--- src/rtl/dcache_pkg.sv ---
// Shared definitions for the data cache controller: load/store width codes,
// controller state encoding and address-split helpers.
package dcache_pkg;

    // RISC-V funct3 width/sign codes used by loads and stores
    localparam logic [2:0] F3_B  = 3'b000;
    localparam logic [2:0] F3_H  = 3'b001;
    localparam logic [2:0] F3_W  = 3'b010;
    localparam logic [2:0] F3_BU = 3'b100;
    localparam logic [2:0] F3_HU = 3'b101;

    typedef enum logic [1:0] {
        IDLE    = 2'd0,
        RD_MISS = 2'd1,
        WR_THRU = 2'd2
    } dcache_state_t;

    // Number of index bits needed to address num_sets sets (power of two)
    function automatic int idx_width(input int num_sets);
        return $clog2(num_sets);
    endfunction

endpackage

--- src/rtl/dcache_if.sv ---
// CPU-side and memory-side bus of the data cache controller.
//
// Handshake rules:
//   CPU side    : cpu_valid and every cpu_* request field stay stable until the
//                 cycle cpu_ready is high; cpu_ready is a single-cycle
//                 completion pulse, and cpu_rdata/cpu_err are valid only in it.
//   Memory side : mem_req and every mem_* request field stay stable until the
//                 cycle mem_ack is high; mem_rdata is sampled in that cycle.
// The slave modport is the cache controller; the master modport is the
// environment (CPU pipeline plus backing memory). dbg_state mirrors the
// controller FSM state for observation.
interface dcache_if
    import dcache_pkg::*;
#(
    parameter int ADDR_WIDTH = 32
);
    logic                  cpu_valid;
    logic                  cpu_we;
    logic [2:0]            cpu_funct3;
    logic [ADDR_WIDTH-1:0] cpu_addr;
    logic [31:0]           cpu_wdata;
    logic                  cpu_flush;
    logic                  cpu_ready;
    logic [31:0]           cpu_rdata;
    logic                  cpu_err;

    logic                  mem_req;
    logic                  mem_we;
    logic [ADDR_WIDTH-1:0] mem_addr;
    logic [31:0]           mem_wdata;
    logic [3:0]            mem_wstrb;
    logic                  mem_ack;
    logic [31:0]           mem_rdata;

    dcache_state_t         dbg_state;

    modport slave (
        input  cpu_valid, cpu_we, cpu_funct3, cpu_addr, cpu_wdata, cpu_flush,
        output cpu_ready, cpu_rdata, cpu_err,
        output mem_req, mem_we, mem_addr, mem_wdata, mem_wstrb,
        input  mem_ack, mem_rdata,
        output dbg_state
    );

    modport master (
        output cpu_valid, cpu_we, cpu_funct3, cpu_addr, cpu_wdata, cpu_flush,
        input  cpu_ready, cpu_rdata, cpu_err,
        input  mem_req, mem_we, mem_addr, mem_wdata, mem_wstrb,
        output mem_ack, mem_rdata,
        input  dbg_state
    );

endinterface

--- src/rtl/dcache_lsu_fmt.sv ---
// Load/store formatter: extracts and extends load data from a word, builds
// store strobes and lane-replicated store data, and flags illegal or
// misaligned accesses. Purely combinational so it can also sit on the
// uncached MMIO path.
module dcache_lsu_fmt
    import dcache_pkg::*;
(
    input  logic        we,
    input  logic [2:0]  funct3,
    input  logic [1:0]  offset,
    input  logic [31:0] wdata,
    input  logic [31:0] rword,
    output logic [31:0] rdata,
    output logic [31:0] wlanes,
    output logic [3:0]  wstrb,
    output logic        err
);

    logic [7:0]  sel_b;
    logic [15:0] sel_h;

    // Illegal width codes, unsigned stores and misaligned halves/words
    always_comb begin
        err = 1'b0;
        case (funct3)
            F3_B:    err = 1'b0;
            F3_H:    err = offset[0];
            F3_W:    err = |offset;
            F3_BU:   err = we;
            F3_HU:   err = we | offset[0];
            default: err = 1'b1;
        endcase
    end

    // Pick the addressed byte and half out of the word
    always_comb begin
        case (offset)
            2'd0:    sel_b = rword[7:0];
            2'd1:    sel_b = rword[15:8];
            2'd2:    sel_b = rword[23:16];
            default: sel_b = rword[31:24];
        endcase
        sel_h = offset[1] ? rword[31:16] : rword[15:0];
    end

    // Sign- or zero-extend the selected load data; errors return zero
    always_comb begin
        case (funct3)
            F3_B:    rdata = {{24{sel_b[7]}}, sel_b};
            F3_H:    rdata = {{16{sel_h[15]}}, sel_h};
            F3_W:    rdata = rword;
            F3_BU:   rdata = {24'd0, sel_b};
            F3_HU:   rdata = {16'd0, sel_h};
            default: rdata = 32'd0;
        endcase
        if (err) begin
            rdata = 32'd0;
        end
    end

    // Store strobes shifted to the byte offset and data replicated into lanes
    always_comb begin
        case (funct3)
            F3_B: begin
                wstrb  = 4'b0001 << offset;
                wlanes = {4{wdata[7:0]}};
            end
            F3_H: begin
                wstrb  = 4'b0011 << offset;
                wlanes = {2{wdata[15:0]}};
            end
            default: begin
                wstrb  = 4'b1111;
                wlanes = wdata;
            end
        endcase
        if (err) begin
            wstrb = 4'b0000;
        end
    end

endmodule

--- src/rtl/dcache_ctrl.sv ---
// Set-associative (1 or 2 way) write-through, no-write-allocate data cache
// controller with one 32-bit word per line and per-set LRU replacement.
// Load hits complete in the request cycle; misses and stores go to memory.
// Build option: define DCACHE_STATS_EN to keep the saturating hit/miss
// counters; otherwise both counter outputs are tied to zero.
module dcache_ctrl
    import dcache_pkg::*;
#(
    parameter int ADDR_WIDTH = 32,
    parameter int NUM_SETS   = 16,
    parameter int WAYS       = 2,
    parameter int CNT_WIDTH  = 32
)(
    input  logic                 clk,
    input  logic                 rst_n,
    dcache_if.slave              bus,
    output logic [CNT_WIDTH-1:0] hitcount,
    output logic [CNT_WIDTH-1:0] misscount
);

    localparam int IW = idx_width(NUM_SETS);
    localparam int TW = ADDR_WIDTH - 2 - IW;

    // Address split of the presented request
    logic [1:0]    off;
    logic [IW-1:0] idx;
    logic [TW-1:0] tag;

    assign off = bus.cpu_addr[1:0];
    assign idx = bus.cpu_addr[2 +: IW];
    assign tag = bus.cpu_addr[ADDR_WIDTH-1 -: TW];

    // Line storage; lru_q[set] names the way to evict next
    logic [NUM_SETS-1:0] valid_q [WAYS];
    logic [TW-1:0]       tag_q   [WAYS][NUM_SETS];
    logic [31:0]         data_q  [WAYS][NUM_SETS];
    logic [NUM_SETS-1:0] lru_q;

    dcache_state_t         state_q;
    logic                  flush_pend_q;
    logic                  st_hit_q;
    logic                  st_way_q;
    logic                  mem_req_q;
    logic                  mem_we_q;
    logic [ADDR_WIDTH-1:0] mem_addr_q;
    logic [31:0]           mem_wdata_q;
    logic [3:0]            mem_wstrb_q;

    logic        hit;
    logic        hit_w;
    logic [31:0] hit_data;
    logic        all_valid;
    logic        victim;
    logic [31:0] fmt_rword;
    logic [31:0] fmt_rdata;
    logic [31:0] fmt_wlanes;
    logic [3:0]  fmt_wstrb;
    logic        fmt_err;

    logic flush_now, req_ok, err_ev, hit_ev, miss_ev, st_ev, fill_ev, wdone_ev;

    // Tag compare across all ways of the addressed set
    always_comb begin
        hit      = 1'b0;
        hit_w    = 1'b0;
        hit_data = 32'd0;
        for (int w = 0; w < WAYS; w++) begin
            if (valid_q[w][idx] && (tag_q[w][idx] == tag)) begin
                hit      = 1'b1;
                hit_w    = 1'(w);
                hit_data = data_q[w][idx];
            end
        end
    end

    // Victim: lowest-numbered invalid way, else the LRU way
    always_comb begin
        all_valid = 1'b1;
        victim    = 1'b0;
        for (int w = WAYS - 1; w >= 0; w--) begin
            if (!valid_q[w][idx]) begin
                all_valid = 1'b0;
                victim    = 1'(w);
            end
        end
        if (all_valid && (WAYS > 1)) begin
            victim = lru_q[idx];
        end
    end

    // Fill data comes straight from memory; hit data from the array
    assign fmt_rword = (state_q == RD_MISS) ? bus.mem_rdata : hit_data;

    dcache_lsu_fmt u_fmt (
        .we     (bus.cpu_we),
        .funct3 (bus.cpu_funct3),
        .offset (off),
        .wdata  (bus.cpu_wdata),
        .rword  (fmt_rword),
        .rdata  (fmt_rdata),
        .wlanes (fmt_wlanes),
        .wstrb  (fmt_wstrb),
        .err    (fmt_err)
    );

    // Event decode; a flush (new or pending) blocks acceptance in IDLE
    always_comb begin
        flush_now = (state_q == IDLE) && (bus.cpu_flush || flush_pend_q);
        req_ok    = (state_q == IDLE) && bus.cpu_valid && !flush_now;
        err_ev    = req_ok && fmt_err;
        hit_ev    = req_ok && !fmt_err && !bus.cpu_we && hit;
        miss_ev   = req_ok && !fmt_err && !bus.cpu_we && !hit;
        st_ev     = req_ok && !fmt_err && bus.cpu_we;
        fill_ev   = (state_q == RD_MISS) && bus.mem_ack;
        wdone_ev  = (state_q == WR_THRU) && bus.mem_ack;
    end

    assign bus.cpu_ready = err_ev | hit_ev | fill_ev | wdone_ev;
    assign bus.cpu_err   = err_ev;
    assign bus.cpu_rdata = (hit_ev | fill_ev) ? fmt_rdata : 32'd0;
    assign bus.mem_req   = mem_req_q;
    assign bus.mem_we    = mem_we_q;
    assign bus.mem_addr  = mem_addr_q;
    assign bus.mem_wdata = mem_wdata_q;
    assign bus.mem_wstrb = mem_wstrb_q;
    assign bus.dbg_state = state_q;

    // Controller FSM with valid/LRU bookkeeping and registered memory request
    always_ff @(posedge clk or negedge rst_n) begin
        if (!rst_n) begin
            state_q      <= IDLE;
            for (int w = 0; w < WAYS; w++) begin
                valid_q[w] <= '0;
            end
            lru_q        <= '0;
            flush_pend_q <= 1'b0;
            st_hit_q     <= 1'b0;
            st_way_q     <= 1'b0;
            mem_req_q    <= 1'b0;
            mem_we_q     <= 1'b0;
            mem_addr_q   <= '0;
            mem_wdata_q  <= 32'd0;
            mem_wstrb_q  <= 4'd0;
        end else begin
            case (state_q)
                IDLE: begin
                    if (flush_now) begin
                        for (int w = 0; w < WAYS; w++) begin
                            valid_q[w] <= '0;
                        end
                        flush_pend_q <= 1'b0;
                    end else if (hit_ev) begin
                        lru_q[idx] <= ~hit_w;
                    end else if (miss_ev) begin
                        state_q     <= RD_MISS;
                        mem_req_q   <= 1'b1;
                        mem_we_q    <= 1'b0;
                        mem_addr_q  <= {bus.cpu_addr[ADDR_WIDTH-1:2], 2'b00};
                        mem_wdata_q <= 32'd0;
                        mem_wstrb_q <= 4'd0;
                    end else if (st_ev) begin
                        state_q     <= WR_THRU;
                        mem_req_q   <= 1'b1;
                        mem_we_q    <= 1'b1;
                        mem_addr_q  <= {bus.cpu_addr[ADDR_WIDTH-1:2], 2'b00};
                        mem_wdata_q <= fmt_wlanes;
                        mem_wstrb_q <= fmt_wstrb;
                        st_hit_q    <= hit;
                        st_way_q    <= hit_w;
                    end
                end
                RD_MISS: begin
                    if (bus.cpu_flush) begin
                        flush_pend_q <= 1'b1;
                    end
                    if (bus.mem_ack) begin
                        for (int w = 0; w < WAYS; w++) begin
                            if (victim == 1'(w)) begin
                                valid_q[w][idx] <= 1'b1;
                            end
                        end
                        lru_q[idx] <= ~victim;
                        state_q    <= IDLE;
                        mem_req_q  <= 1'b0;
                        mem_we_q   <= 1'b0;
                    end
                end
                WR_THRU: begin
                    if (bus.cpu_flush) begin
                        flush_pend_q <= 1'b1;
                    end
                    if (bus.mem_ack) begin
                        if (st_hit_q) begin
                            lru_q[idx] <= ~st_way_q;
                        end
                        state_q   <= IDLE;
                        mem_req_q <= 1'b0;
                        mem_we_q  <= 1'b0;
                    end
                end
                default: state_q <= IDLE;
            endcase
        end
    end

    // Tag/data writes on fill, and strobed merge on a write-through hit
    always_ff @(posedge clk) begin
        for (int w = 0; w < WAYS; w++) begin
            if (fill_ev && (victim == 1'(w))) begin
                tag_q[w][idx]  <= tag;
                data_q[w][idx] <= bus.mem_rdata;
            end
            if (wdone_ev && st_hit_q && (st_way_q == 1'(w))) begin
                for (int b = 0; b < 4; b++) begin
                    if (mem_wstrb_q[b]) begin
                        data_q[w][idx][8*b +: 8] <= mem_wdata_q[8*b +: 8];
                    end
                end
            end
        end
    end

`ifdef DCACHE_STATS_EN
    logic [CNT_WIDTH-1:0] hit_cnt_q;
    logic [CNT_WIDTH-1:0] miss_cnt_q;

    // Saturating load hit/miss counters
    always_ff @(posedge clk or negedge rst_n) begin
        if (!rst_n) begin
            hit_cnt_q  <= '0;
            miss_cnt_q <= '0;
        end else begin
            if (hit_ev && (hit_cnt_q != '1)) begin
                hit_cnt_q <= hit_cnt_q + CNT_WIDTH'(1);
            end
            if (miss_ev && (miss_cnt_q != '1)) begin
                miss_cnt_q <= miss_cnt_q + CNT_WIDTH'(1);
            end
        end
    end

    assign hitcount  = hit_cnt_q;
    assign misscount = miss_cnt_q;
`else
    assign hitcount  = '0;
    assign misscount = '0;
`endif

endmodule

--- src/flat_wrapper.sv ---
// flat-port wrapper written by rule: the top's interface ports become plain ports
module dcache_ctrl_flat import dcache_pkg::*;
#(
    parameter int ADDR_WIDTH = 32,
    parameter int NUM_SETS   = 16,
    parameter int WAYS       = 2,
    parameter int CNT_WIDTH  = 32
)
  (clk, rst_n, hitcount, misscount, bus_cpu_valid, bus_cpu_we, bus_cpu_funct3, bus_cpu_addr, bus_cpu_wdata, bus_cpu_flush, bus_cpu_ready, bus_cpu_rdata, bus_cpu_err, bus_mem_req, bus_mem_we, bus_mem_addr, bus_mem_wdata, bus_mem_wstrb, bus_mem_ack, bus_mem_rdata, bus_dbg_state);
  dcache_if #(.ADDR_WIDTH(ADDR_WIDTH)) bus_i ();
  input  logic clk;
  input  logic rst_n;
  output logic [CNT_WIDTH-1:0] hitcount;
  output logic [CNT_WIDTH-1:0] misscount;
  input wire logic [$bits(bus_i.cpu_valid)-1:0] bus_cpu_valid;
  input wire logic [$bits(bus_i.cpu_we)-1:0] bus_cpu_we;
  input wire logic [$bits(bus_i.cpu_funct3)-1:0] bus_cpu_funct3;
  input wire logic [$bits(bus_i.cpu_addr)-1:0] bus_cpu_addr;
  input wire logic [$bits(bus_i.cpu_wdata)-1:0] bus_cpu_wdata;
  input wire logic [$bits(bus_i.cpu_flush)-1:0] bus_cpu_flush;
  output wire logic [$bits(bus_i.cpu_ready)-1:0] bus_cpu_ready;
  output wire logic [$bits(bus_i.cpu_rdata)-1:0] bus_cpu_rdata;
  output wire logic [$bits(bus_i.cpu_err)-1:0] bus_cpu_err;
  output wire logic [$bits(bus_i.mem_req)-1:0] bus_mem_req;
  output wire logic [$bits(bus_i.mem_we)-1:0] bus_mem_we;
  output wire logic [$bits(bus_i.mem_addr)-1:0] bus_mem_addr;
  output wire logic [$bits(bus_i.mem_wdata)-1:0] bus_mem_wdata;
  output wire logic [$bits(bus_i.mem_wstrb)-1:0] bus_mem_wstrb;
  input wire logic [$bits(bus_i.mem_ack)-1:0] bus_mem_ack;
  input wire logic [$bits(bus_i.mem_rdata)-1:0] bus_mem_rdata;
  output wire logic [$bits(bus_i.dbg_state)-1:0] bus_dbg_state;
  assign bus_i.cpu_valid = bus_cpu_valid;
  assign bus_i.cpu_we = bus_cpu_we;
  assign bus_i.cpu_funct3 = bus_cpu_funct3;
  assign bus_i.cpu_addr = bus_cpu_addr;
  assign bus_i.cpu_wdata = bus_cpu_wdata;
  assign bus_i.cpu_flush = bus_cpu_flush;
  assign bus_cpu_ready = bus_i.cpu_ready;
  assign bus_cpu_rdata = bus_i.cpu_rdata;
  assign bus_cpu_err = bus_i.cpu_err;
  assign bus_mem_req = bus_i.mem_req;
  assign bus_mem_we = bus_i.mem_we;
  assign bus_mem_addr = bus_i.mem_addr;
  assign bus_mem_wdata = bus_i.mem_wdata;
  assign bus_mem_wstrb = bus_i.mem_wstrb;
  assign bus_i.mem_ack = bus_mem_ack;
  assign bus_i.mem_rdata = bus_mem_rdata;
  assign bus_dbg_state = bus_i.dbg_state;
  dcache_ctrl #(.ADDR_WIDTH(ADDR_WIDTH), .NUM_SETS(NUM_SETS), .WAYS(WAYS), .CNT_WIDTH(CNT_WIDTH)) u_core (.clk(clk), .rst_n(rst_n), .bus(bus_i), .hitcount(hitcount), .misscount(misscount));
endmodule
--- config.mk ---
export PLATFORM = sky130hd
export DESIGN_NAME = dcache_ctrl_flat
export DESIGN_NICKNAME = d
export VERILOG_FILES = /design/src/rtl/dcache_pkg.sv /design/src/rtl/dcache_if.sv /design/src/rtl/dcache_lsu_fmt.sv /design/src/rtl/dcache_ctrl.sv /design/src/flat_wrapper.sv
export SDC_FILE = /design/constraint.sdc
export NUM_CORES = 2
export LEC_CHECK = 0
export CORE_ASPECT_RATIO = 0.8
export CORE_MARGIN = 2
export CORE_UTILIZATION = 30
export CTS_CLUSTER_SIZE = 30
export DETAILED_ROUTE_END_ITERATION = 16
export SETUP_SLACK_MARGIN = 0.2
export SLEW_MARGIN = 20
export SYNTH_ARGS = -nofsm -noshare
export SYNTH_HDL_FRONTEND = slang
export SYNTH_SLANG_ARGS = --single-unit
--- constraint.sdc ---
create_clock -name clk -period 16 [get_ports clk]
set_input_delay 3.2 -clock clk [delete_from_list [all_inputs] [get_ports clk]]
set_output_delay 3.2 -clock clk [all_outputs]
set_load 0.1 [all_outputs]
After elaboration in Yosys (flattened, before gate mapping)
Memory sizes are Yosys's and may differ from the RTL's.
Index checks and enable logic that the tools add are counted.
{ "word_totals": {"rom_bits": 0, "latch_bits": 0, "input_bits": 105, "output_inout_bits": 170, "mem_count": 2, "ramBits": 1856, "elab_cells": 8415, "register_bits": 123} }
{ "op_classes": {"n_mul": 0, "shifts": 2, "n_addsub": 0, "magnitude_cmp": 4, "div": 0, "bitwise_logic": 4110, "n_eq_ne": 22, "mux": 4219, "n_reduce_logical": 44} }
{ "mem_list": {"columns": ["name", "words", "word_bits", "read_ports", "rd_clocked_by_memory_dff", "write_ports", "line", "source"], "rows": [
  ["u_core.data_q", 2, 512, 2, 0, 1, "dcache_ctrl.sv:36", "logic [31:0] data_q [WAYS][NUM_SETS];"],
  ["u_core.tag_q", 2, 416, 2, 0, 1, "dcache_ctrl.sv:35", "logic [TW-1:0] tag_q [WAYS][NUM_SETS];"]
]} }
{ "op_table": {"columns": ["op", "count"], "rows": [
  ["$mux W512", 12],
  ["$mux W1", 4134],
  ["$or A1 B1 Y1", 4101],
  ["$mux W416", 4],
  ["$demux W32 S4", 5],
  ["$mux W32", 17],
  ["$reduce_or A512 Y1", 1],
  ["$reduce_or A416 Y1", 1],
  ["$bmux W32 S4", 2],
  ["$bmux W26 S4", 2],
  ["$pmux W32 S5", 1],
  ["$mux W16", 9],
  ["$mux W26", 5],
  ["$pmux W32 S2", 2],
  ["$demux W26 S4", 1],
  ["$eq A26 B26 Y1", 2],
  ["$bwmux W16", 3],
  ["$pmux W16 S3", 1],
  ["$or A16 B16 Y16", 2],
  ["$mux W24", 1],
  ["$pmux W8 S3", 1],
  ["$logic_and A1 B1 Y1", 20],
  ["$reduce_and A4 Y1", 4],
  ["$bmux W1 S4", 3],
  ["other kinds (34)", 67]
]} }

Logic depth before layout (Yosys ltp)
{ "logic_depth": {"word_depth": 14, "depth_mapped": 19, "depth_no_buf": 11} }

Modules after synthesis
From an unflattened synthesis, not the netlist that was laid out.
{ "unflattened": {"cells_unflattened": 5601, "hier_area_um2": 93837.5} }
{ "by_module_without_submodules": {"columns": ["module", "instances", "cells_per_inst", "area_per_inst_um2", "seq_area_each_um2"], "rows": [
  ["dcache_ctrl", 1, 5408, 92463.7, 58761.4],
  ["dcache_lsu_fmt", 1, 193, 1373.8, 0.0]
]} }

Least setup slack after synthesis
No wires, ideal clock.
{ "synth_timing": {"kind": "input to output", "from": "input port bus_cpu_addr[3]", "to": "output port bus_cpu_rdata[15]", "t_arrival_ns": 9.818, "path_slack_ns": 2.982, "cell_stages": 18, "t_required_ns": 12.800, "path_cell_list": "buf_6 -> buf_12 -> buf_6 -> buf_6 -> buf_6 -> buf_2 -> mux2i_1 -> o22ai_1 -> a311oi_1 -> nand3_1 -> a21o_1 -> a2111oi_1 -> nand4_2 -> buf_2 -> buf_1 -> a21oi_1 -> nor2_1 -> o311ai_0"} }
{ "synth_between": {"elab_chain_cells": 13, "elab_cells_between_ends": 33, "classes_between": "eq/ne (2); mux (26); bitwise (2); reduce/logical (3)"} }
{ "synth_rtl": {"columns": ["element", "line", "source"], "rows": [
  ["from (decl)", "flat_wrapper.sv:18", "input wire logic [$bits(bus_i.cpu_addr)-1:0] bus_cpu_addr;"],
  ["$not A4 Y5 (not written as such)", "dcache_ctrl.sv:68, dcache_ctrl.sv:71", null],
  ["$bmux W26 S4", "dcache_ctrl.sv:68", "if (valid_q[w][idx] && (tag_q[w][idx] == tag)) begin"],
  ["$mux W26 (not written as such) (2 in series)", "dcache_ctrl.sv:68", null],
  ["$eq A26 B26 Y1", "dcache_ctrl.sv:68", null],
  ["$logic_and A1 B1 Y1", "dcache_ctrl.sv:68", null],
  ["$mux W32 (2 in series)", "dcache_ctrl.sv:68", null],
  ["$mux W32", "dcache_ctrl.sv:92", "assign fmt_rword = (state_q == RD_MISS) ? bus.mem_rdata : hit_data;"],
  ["$pmux W8 S3 / $mux W16 (equally long branches)", "dcache_lsu_fmt.sv:37, dcache_lsu_fmt.sv:43", null],
  ["$pmux W32 S5", "dcache_lsu_fmt.sv:48", "case (funct3)"],
  ["$mux W32", "dcache_lsu_fmt.sv:56", "if (err) begin"],
  ["$mux W32 (*)", "dcache_ctrl.sv:120", "assign bus.cpu_rdata = (hit_ev | fill_ev) ? fmt_rdata : 32'd0;"],
  ["to (decl)", "flat_wrapper.sv:22", "output wire logic [$bits(bus_i.cpu_rdata)-1:0] bus_cpu_rdata;"]
]} }
Every way passes the cells marked *; elsewhere a longest branch is shown, timed or not. The select of a mux whose other input is x is not followed.

Final worst setup path
{ "layout_timing": {"from": "input port bus_cpu_addr[2]", "to": "output port bus_cpu_rdata[15]"} }
Same word-level chain as after synthesis.

==> impl_metrics.xml <==
<?xml version="1.0" encoding="UTF-8"?>
<metrics>
  <group name="power">
    <metric name="power.share.sequential" unit="%">44.2</metric>
    <metric name="total_leakage_power" unit="nW">34.46</metric>
    <metric name="power.combinational.fraction" unit="%">19.7</metric>
    <metric name="p_int" unit="W">0.009148</metric>
    <metric name="power.ir.vdd_worst" unit="mV">0.1260</metric>
    <metric name="power_density" unit="mW/mm²">124.6</metric>
    <metric name="p_sw_share" unit="%">31.76</metric>
    <metric name="p_sw" unit="W">0.004258</metric>
    <metric name="pwr-share-clk" unit="%">36.1</metric>
    <metric name="p_total" unit="W">0.01341</metric>
  </group>
  <group name="clocking">
    <metric name="cts_tree" unit="">built</metric>
    <metric name="cts.reportedPaths.clkPinSlew" unit="ns">0.06</metric>
    <metric name="clock-sinks" unit="">1977</metric>
    <metric name="post_cts_setup_repair_bufs" unit="">0</metric>
    <metric name="clockRootBuffer" unit="">clkbuf_16</metric>
    <metric name="ctsHoldBuffers" unit="">0</metric>
    <metric name="cts_made_buffers" unit="">207</metric>
    <metric name="insertion_delay" unit="ns">0.89</metric>
    <metric name="cts_max_path_buffers" unit="">3</metric>
    <metric name="cts_max_level" unit="">4</metric>
    <metric name="post_cts_resize_count" unit="">0</metric>
  </group>
  <group name="yosys">
    <metric name="yosys-top-cells-area" unit="">edfxtp_1 (59%), mux2_2 (13%), mux4_2 (11%)</metric>
    <metric name="ys_ff_latch" unit="">1977</metric>
    <metric name="yosysMostFrequentCell" unit="">edfxtp_1</metric>
    <metric name="synth.top_cell.area_share" unit="%">59.26</metric>
    <metric name="synth-compound-area-share" unit="%">4.306</metric>
    <metric name="synth_top_cell_by_area" unit="">edfxtp_1</metric>
    <metric name="yosysSeqAreaShare" unit="%">62.48</metric>
    <metric name="fraction_of_registers_with_async_set_or_reset_after_synthesis" unit="%">6.120</metric>
    <metric name="synth-xor-area-share" unit="%">0.4470</metric>
    <metric name="post_synth_mux_area_share" unit="%">26.32</metric>
    <metric name="synth-adder-area-share" unit="%">0.05321</metric>
    <metric name="post_synth.cell_area_avg" unit="µm²">16.46</metric>
    <metric name="synthesis.instances" unit="">5714</metric>
    <metric name="synth_flop_cell" unit="">edfxtp_1</metric>
    <metric name="synth_area" unit="mm²">0.09406</metric>
    <metric name="post_synthesis_cell_type_count" unit="">98</metric>
    <metric name="synth_edf_count" unit="">1856</metric>
    <metric name="main_combinational_cell_family_by_area_after_synthesis" unit="">multiplexers</metric>
    <metric name="synthTopCellsByCount" unit="">edfxtp_1 (1,856), mux2_2 (1,091), mux4_2 (461)</metric>
    <metric name="synthesis.yosys.warnings" unit="">0</metric>
    <metric name="synthSimpleGateAreaFrac" unit="%">3.327</metric>
  </group>
  <group name="floorplan">
    <metric name="core_area" unit="mm²">0.3114</metric>
    <metric name="die-height" unit="µm">504.8</metric>
    <metric name="io_pins" unit="">275</metric>
    <metric name="die_x" unit="µm">630.0</metric>
    <metric name="core.rowCount" unit="">183</metric>
    <metric name="die_ar" unit="mm²">0.3180</metric>
    <metric name="start_util" unit="%">30.20</metric>
  </group>
  <group name="worst_setup_path">
    <metric name="worst_r2r_startpoint" unit="">u_core.bus.dbg_state[1]$_DFFE_PN0P_</metric>
    <metric name="worst-setup-path-type" unit="">in2out</metric>
    <metric name="rr_worst_depth" unit="">8</metric>
    <metric name="worst_r2r_endpoint" unit="">u_core.data_q[1][402]$_DFFE_PP_</metric>
    <metric name="critPathCaptureType" unit="">output port</metric>
    <metric name="arrival_time_of_data_at_the_critical_path_endpoint" unit="ns">10.12</metric>
    <metric name="ff2ff_setup_slack" unit="ns">10.40</metric>
    <metric name="critical_path_launch_point_type" unit="">primary input</metric>
    <metric name="critical_path.max_fanout" unit="">58</metric>
    <metric name="crit_required" unit="ns">12.80</metric>
  </group>
  <group name="cells_and_area">
    <metric name="fin_nets" unit="">5910</metric>
    <metric name="layout_fillers" unit="">29380</metric>
    <metric name="final_layout_size_suffix_gt1_share" unit="%">36.12</metric>
    <metric name="syn2layout_area_growth" unit="%">14.39</metric>
    <metric name="multi_input_combinational_cell_area" unit="mm²">0.03311</metric>
    <metric name="regArea" unit="mm²">0.05876</metric>
    <metric name="finish.instance_area" unit="mm²">0.1076</metric>
  </group>
  <group name="sta">
    <metric name="timing.max_slew.rel_slack" unit="%">16.39</metric>
    <metric name="unrepaired_setup_endpoints_after_global_routing" unit="">false</metric>
    <metric name="worst_slack" unit="ns">2.677</metric>
    <metric name="fin_tns_setup" unit="ns">0</metric>
    <metric name="report.final.setup_viol" unit="">0</metric>
    <metric name="worst_pin_slew" unit="ns">1.250</metric>
    <metric name="highest_achievable_clock_rate" unit="MHz">75.06</metric>
    <metric name="number_of_max_slew_violations_in_the_final_report" unit="">0</metric>
    <metric name="share_of_the_clock_period_used_by_the_worst_path_after_layout" unit="%">83.27</metric>
    <metric name="min_period" unit="ns">13.32</metric>
    <metric name="hold_viol_final" unit="">0</metric>
    <metric name="finClkSkew" unit="ns">0.07468</metric>
  </group>
  <group name="run">
    <metric name="max_cap_viol_count" unit="">0</metric>
  </group>
  <group name="detailed_routing">
    <metric name="routed_wire_length" unit="mm">299.7</metric>
    <metric name="detailedRoute.firstPassIterationCount" unit="">8</metric>
    <metric name="drc" unit="">0</metric>
    <metric name="drt_iter0_markers" unit="">7821</metric>
    <metric name="detailroute.via_count" unit="">56019</metric>
    <metric name="detail_route.wl_per_cell" unit="µm">29.53</metric>
    <metric name="drtAntennaViolNets" unit="">0</metric>
    <metric name="via_per_inst" unit="">5.520</metric>
  </group>
  <group name="placed_design">
    <metric name="place_congestion" unit="">0.9499</metric>
    <metric name="detailedPlacementHpwl" unit="mm">187.0</metric>
    <metric name="port-buffer-count" unit="">208</metric>
    <metric name="pre_cts_ws" unit="ns">2.676</metric>
    <metric name="post_dp_cell_area" unit="mm²">0.1006</metric>
  </group>
  <group name="hold_path">
    <metric name="min-delay-path-class" unit="">reg2reg</metric>
    <metric name="worst_min_delay_path_endpoint" unit="">u_core.valid_q[2]$_DFFE_PN0P_</metric>
    <metric name="hp-start" unit="">u_core.valid_q[2]$_DFFE_PN0P_</metric>
    <metric name="holdPathStages" unit="">2</metric>
  </group>
  <group name="global_route">
    <metric name="grt_max_degree" unit="">105</metric>
    <metric name="grt-ovfl-total" unit="">0</metric>
    <metric name="vias_in_the_first_global_route" unit="">54909</metric>
    <metric name="track_usage" unit="%">18.31</metric>
    <metric name="grt_first_pass_wirelength" unit="mm">423.2</metric>
    <metric name="initial_antenna_violation_count" unit="">20</metric>
  </group>
  <group name="run_status">
    <metric name="result_of_the_run" unit="">completed</metric>
  </group>
</metrics>
metal layers:
layer	up-vias	GRT usage, %	wire [µm]	share of wire [%]
li1	22841	-	-	-
met2	2989	28.13	135400	45
met5	-	0	30	0.010
met4	6	6.652	11490	3.8
met1	29626	25.56	126500	42
met3	557	3.760	26310	8.8
power by group through the flow:
stage | logic (W) | clock network [W] | registers (W)
after floorplan | 0.00105 | 0 | 0.00661
after global placement | 0.00259 | 0 | 0.00602
after detailed placement | 0.00262 | 0 | 0.00603
after CTS | 0.00262 | 0.00490 | 0.00592
after global routing | 0.00274 | 0.00508 | 0.00593
final | 0.00264 | 0.00484 | 0.00592
registers in the layout, summed over array words and instances, names as in the netlist, 2 cells and up, named ones only:
name                  count
u_core.bus.mem_wdata     32
u_core.tag_q            832
u_core.bus.mem_wstrb      4
u_core.data_q          1024
u_core.bus.dbg_state      2
u_core.valid_q           32
u_core.bus.mem_addr      30
cell families (layout without fill, tap and decap cells):
logic type               after synthesis  in the layout
flip-flops                          1977           1977
multiplexers                        1757           1757
AND/OR/NAND/NOR                      687            687
AO/OA/AOI/OAI                        635            635
buffers and inverters                605            804
XOR/XNOR                              48             48
adder cells (fa/ha/maj)                4              4
other                                  1             74
how the worst max path moves through the flow:
stage | slack [ns] | endpoint | from
after global routing | 2.32 | bus_cpu_rdata[15] | bus_cpu_addr[2]
after CTS | 2.64 | bus_cpu_rdata[15] | bus_cpu_addr[2]
after floorplan | 2.98 | bus_cpu_rdata[15] | bus_cpu_addr[3]
after detailed placement | 2.68 | bus_cpu_rdata[15] | bus_cpu_addr[2]
final | 2.68 | bus_cpu_rdata[15] | bus_cpu_addr[2]
after global placement | 2.74 | bus_cpu_rdata[15] | bus_cpu_addr[2]
placed cells by master (no fill, tap or decap), types with 15 or more instances in the layout:
cell                n
conb_1             66
a31oi_1            15
mux2i_1           202
edfxtp_1         1856
buf_4             170
clkbuf_1           47
inv_1              26
clkinv_2           38
nor2_4             44
o211ai_1           20
mux4_2            461
clkinv_1           47
nand3_1            38
nand2_1           274
a211oi_1           35
nor3_1             37
a221oi_1           18
nand2b_1           20
a22oi_1            54
o22ai_1            29
xnor2_1            37
mux2_2           1091
nor2b_1            17
o21ai_0            82
nand2_2            17
bufinv_16          18
clkbuf_16         208
nor2_1            128
a21oi_1           252
clkdlybuf4s50_1   191
dfrtp_1           119
critical path, cell delays in order:
cell and delay, ns:
buf_8 0.43, buf_4 0.58, and2_1 0.47, buf_4 0.31
a22oi_1 0.14, nand3_1 0.14, o2111ai_1 0.13, or4_1 0.59
a2111o_1 0.40, or4_4 0.72, nand2b_4 0.32, o221ai_2 0.24
or3b_1 0.75, o311ai_0 0.28, clkdlybuf4s50_1 1.24
metrics by stage:
step	util, %	instances	hold slack [ns]
global placement	32.29	9744	0.4710
CTS	34.49	10133	0.4936
global route	34.55	10141	0.5150
finish	34.55	10148	0.4938
detailed placement	32.32	9747	0.4793
floorplan	-	5779	0.4502
cell type report:
type	count	area share, %
Sequential cell	1977	54.62
Multi-Input combinational cell	3197	30.78
Clock buffer	260	5.066
Tap cell	4162	4.840
Timing Repair Buffer	385	3.338
Clock inverter	126	1.225
Inverter	33	0.1198
Antenna cell	8	0.01861
(Power assumes the default switching activity.)
